**config.mk**
```make
export PLATFORM = sky130hd
export DESIGN_NAME = rtc_strobe_sync
export DESIGN_NICKNAME = d
export VERILOG_FILES = /design/src/rtl/rtc_pkg.sv /design/src/rtl/rtc_strobe_sync.sv
export SDC_FILE = /design/constraint.sdc
export NUM_CORES = 1
export LEC_CHECK = 0
export ABC_AREA = 1
export BUFFER_PORTS_ARGS = -buffer_cell sky130_fd_sc_hd__buf_2
export CORE_AREA = 2 2 39 41
export CTS_BUF_LIST = sky130_fd_sc_hd__clkbuf_16
export DETAILED_ROUTE_END_ITERATION = 12
export DIE_AREA = 0 0 41 43
export PLACE_DENSITY_LB_ADDON = 0.12
export SYNTH_ARGS = -nofsm -noshare
export SYNTH_HDL_FRONTEND = slang
export SYNTH_SLANG_ARGS = --single-unit
export TNS_END_PERCENT = 100
```
**constraint.sdc**
```tcl
create_clock -name clk -period 1.2 [get_ports clk]
set_clock_uncertainty 0.15 [all_clocks]
set_input_delay 0.12 -clock clk [delete_from_list [all_inputs] [get_ports clk]]
set_output_delay 0.12 -clock clk [all_outputs]
set_load 0.03 [all_outputs]
```
**src/rtl/rtc_pkg.sv**
```systemverilog
// Shared types and constants for the RTC parallel-bus transaction front-end.
package rtc_pkg;

  localparam int RTC_FRAME_LEN = 37;
  localparam int RTC_BUS_W     = 8;

  localparam logic OP_READ  = 1'b1;
  localparam logic OP_WRITE = 1'b0;

  typedef enum logic [2:0] {
    ST_IDLE,
    ST_SYNC,
    ST_ADDR,
    ST_DATA,
    ST_DONE
  } rtc_state_e;

endpackage

```
**src/rtl/rtc_strobe_sync.sv**
```systemverilog
// Two register stages on the generator strobes and AD input bus, plus the
// edge detectors the transaction FSM needs.
module rtc_strobe_sync
  import rtc_pkg::*;
(
  input  logic                 clk,
  input  logic                 reset_n,
  input  logic                 cs_n_i,
  input  logic                 rd_n_i,
  input  logic                 wr_n_i,
  input  logic                 a_d_i,
  input  logic [RTC_BUS_W-1:0] ad_in_i,
  output logic                 cs_s_o,
  output logic                 rd_s_o,
  output logic                 wr_s_o,
  output logic                 a_d_s_o,
  output logic [RTC_BUS_W-1:0] ad_in_s_o,
  output logic                 cs_rise_o,
  output logic                 rd_rise_o,
  output logic                 a_d_rise_o,
  output logic                 a_d_fall_o
);

  logic                 cs_s_q, rd_s_q, wr_s_q, a_d_s_q;
  logic [RTC_BUS_W-1:0] ad_in_s_q;
  logic                 cs_q, rd_q, a_d_q;

  // Strobes are active low, so both stages reset to the inactive level.
  always_ff @(posedge clk or negedge reset_n) begin
    if (!reset_n) begin
      cs_s_q    <= 1'b1;
      rd_s_q    <= 1'b1;
      wr_s_q    <= 1'b1;
      a_d_s_q   <= 1'b1;
      ad_in_s_q <= '0;
      cs_q      <= 1'b1;
      rd_q      <= 1'b1;
      a_d_q     <= 1'b1;
    end else begin
      cs_s_q    <= cs_n_i;
      rd_s_q    <= rd_n_i;
      wr_s_q    <= wr_n_i;
      a_d_s_q   <= a_d_i;
      ad_in_s_q <= ad_in_i;
      cs_q      <= cs_s_q;
      rd_q      <= rd_s_q;
      a_d_q     <= a_d_s_q;
    end
  end

  assign cs_s_o    = cs_s_q;
  assign rd_s_o    = rd_s_q;
  assign wr_s_o    = wr_s_q;
  assign a_d_s_o   = a_d_s_q;
  assign ad_in_s_o = ad_in_s_q;

  assign cs_rise_o  = cs_s_q & ~cs_q;
  assign rd_rise_o  = rd_s_q & ~rd_q;
  assign a_d_rise_o = a_d_s_q & ~a_d_q;
  assign a_d_fall_o = ~a_d_s_q & a_d_q;

endmodule

```
==> flow_summary.json <==
{
  "status": "finished with violations",
  "violations": "negative setup slack",
  "syn_avg_cell_area_um2": 18.0,
  "wl_per_cell_um": 10.0,
  "pre_cts_ws_ns": 0.0889,
  "maxCapViolCount": 0,
  "yosysTopAreaCell": "dfrtp_1",
  "track_usage_pct": 12.4,
  "drive_above_1_share_pct": 69.9,
  "slowest_stage": "dfstp_2",
  "setup_viol": 7,
  "critPathLaunchType": "flip-flop",
  "setup.worst_path.class": "reg -> out",
  "clk_pin_slew_ns": 0.04,
  "min_period_over_period_pct": 111,
  "place_area_um2": 597,
  "wl_um": 891,
  "cp_num_buf_inv": 2,
  "relSlewSlack_pct": 78.7,
  "use_met2_pct": 20.3,
  "crit_fanout": 4,
  "io_pins": 30,
  "synth_nets": 37,
  "io_buffer_count": 29,
  "arrival_ns": 1.06,
  "setup_ws_ns": -0.129,
  "most-common-layout-cells": "buf_2, dlygate4sd3_1, dfrtp_1, buf_6, dfstp_2",
  "cts_tree": "done",
  "grt_busiest_layer": "met2",
  "worst_pin_slew_ns": 0.319,
  "insertedDiodeCount": 0,
  "finalCriticalPeriod_ns": 1.33,
  "vias_per_cell": 3.99,
  "h-tree-depth": 1,
  "clockRootBuffer": "clkbuf_16",
  "ant_nets": 0,
  "die-area_um2": 1760,
  "antenna_found_initial": 0,
  "use_met3_pct": 6.28,
  "p_per_area_nw_per_um2": 1530,
  "design_area_um2": 886,
  "multiInputGateArea_um2": 35.0,
  "drt_iter0_markers": 3,
  "dr_total_vias": 355,
  "dp_cells": 68,
  "die_w_um": 41,
  "crit_chain": "inv_2 -> nor2_2 -> buf_6",
  "fillCellCount": 115,
  "rsz0062_at_grt": "true",
  "hpwl_um": 496,
  "vdd_drop_max_mv": 1.20,
  "critPathCaptureType": "output pin",
  "postSynthCellCount": 23,
  "use_met1_pct": 11.9,
  "gr-total-overflow": 0,
  "fp.dieH_um": 43,
  "p_leak_nw": 0.439,
  "hold_viol_final": 0,
  "grt_max_degree": 16,
  "reg2reg_slack_ns": 0.28,
  "ff_latch_area_um2": 384,
  "synth_warnings": 0,
  "worstSkewPairLatency_ns": 0.24,
  "placementRows": 14,
  "clk_path_buf_depth": 2,
  "area_growth_pct": 114,
  "ys_top_cells_by_area": "dfrtp_1, dfstp_2, inv_1",
  "critPathTopFamily": "flip-flops",
  "fmax_mhz": 752,
  "layout.cells.non_filler": 89,
  "ys_ff_latch": 15,
  "ys_types": 4,
  "cts_buffers": 3,
  "ys_seq_area_share_pct": 92.7,
  "clock-sinks": 15,
  "slowest_delay_ns": 0.56,
  "grt_pass1_vias": 351,
  "start_util_pct": 29.9,
  "drv_slew": 0,
  "core-area_um2": 1380,
  "drt_first_pass_iters": 2,
  "drcViolationCount": 0,
  "mostFrequentLayoutCell": "buf_2",
  "synth_top_area_share_pct": 48.3,
  "hold_path.class": "in -> async",
  "cp_data_required_time_ns": 0.93,
  "finalWeightedCongestion": 0.565,
  "nets": 88,
  "grt_pass1_wl_um": 1370,
  "synth_area_um2": 414
}
[cells in the mapped netlist]
cell	count
nor2_1	4
dfrtp_1	8
dfstp_2	7
inv_1	4
[logic make-up (layout without fill, tap and decap cells)]
kind of cell | count (synthesis) | in the layout | share of synthesized area [%]
simple gates | 4 | 4 | 3.62
flops | 15 | 15 | 92.7
buf+inv | 4 | 54 | 3.62
[where the power goes]
part | internal [mW] | switching, mW | total (mW)
logic | 0.0900 | 0.0966 | 0.187
clock network | 0.438 | 0.171 | 0.609
registers | 0.543 | 0.0128 | 0.556
total | 1.07 | 0.280 | 1.35
[metal layers]
metal | wire (um) | vias up
li1 | - | 167
met1 | 287 | 171
met2 | 554 | 15
met3 | 45 | 2
met4 | 4 | 0
met5 | 0 | -
[path summary, 6_finish.rpt]
check	startpoint	to	depth (start not counted)
max in group asynchronous	reset_n	cs_s_o	2
worst max register to register	rd_s_o	rd_q	2
worst max-delay path	a_d_s_o	a_d_rise_o	3
min in group clk	cs_s_o	cs_q	0
worst min register to register	cs_s_o	cs_q	0
worst min-delay path	reset_n	ad_in_s_o[4]	2
[what timing repair did]
item                                    CTS  global route
pin swaps                                 0             1
resized for setup                        13             8
buffers inserted                          1             3
hold endpoints to repair                 27             0
hold buffers                             13             0
endpoints found under the setup margin    7             8
[through the flow]
step	setup TNS, ns	hold slack (ns)	utilization [%]	total power [mW]
floorplan	-0.0499	-0.326	-	0.630
global placement	0	-0.119	43.1	0.684
detailed placement	0	-0.121	43.1	0.686
CTS	-0.520	0.165	61.2	1.36
global route	-0.869	0.190	64.0	1.41
finish	-0.609	0.166	64.0	1.35
[layout make-up]
class / instances / share of cell area [%]
Clock buffer: 3 / 8.47
Timing Repair Buffer: 46 / 39.8
Multi-Input combinational cell: 4 / 3.95
Inverter: 4 / 1.69
Clock inverter: 1 / 0.424
Tap cell: 16 / 2.26
Sequential cell: 15 / 43.4
[registers in the layout, summed over array words and instances (netlist names)]
signal	count
a_d_q	1
a_d_s_o	1
ad_in_s_o	8
cs_q	1
cs_s_o	1
rd_q	1
rd_s_o	1
wr_s_o	1
Power figures use the tool's default switching activity.
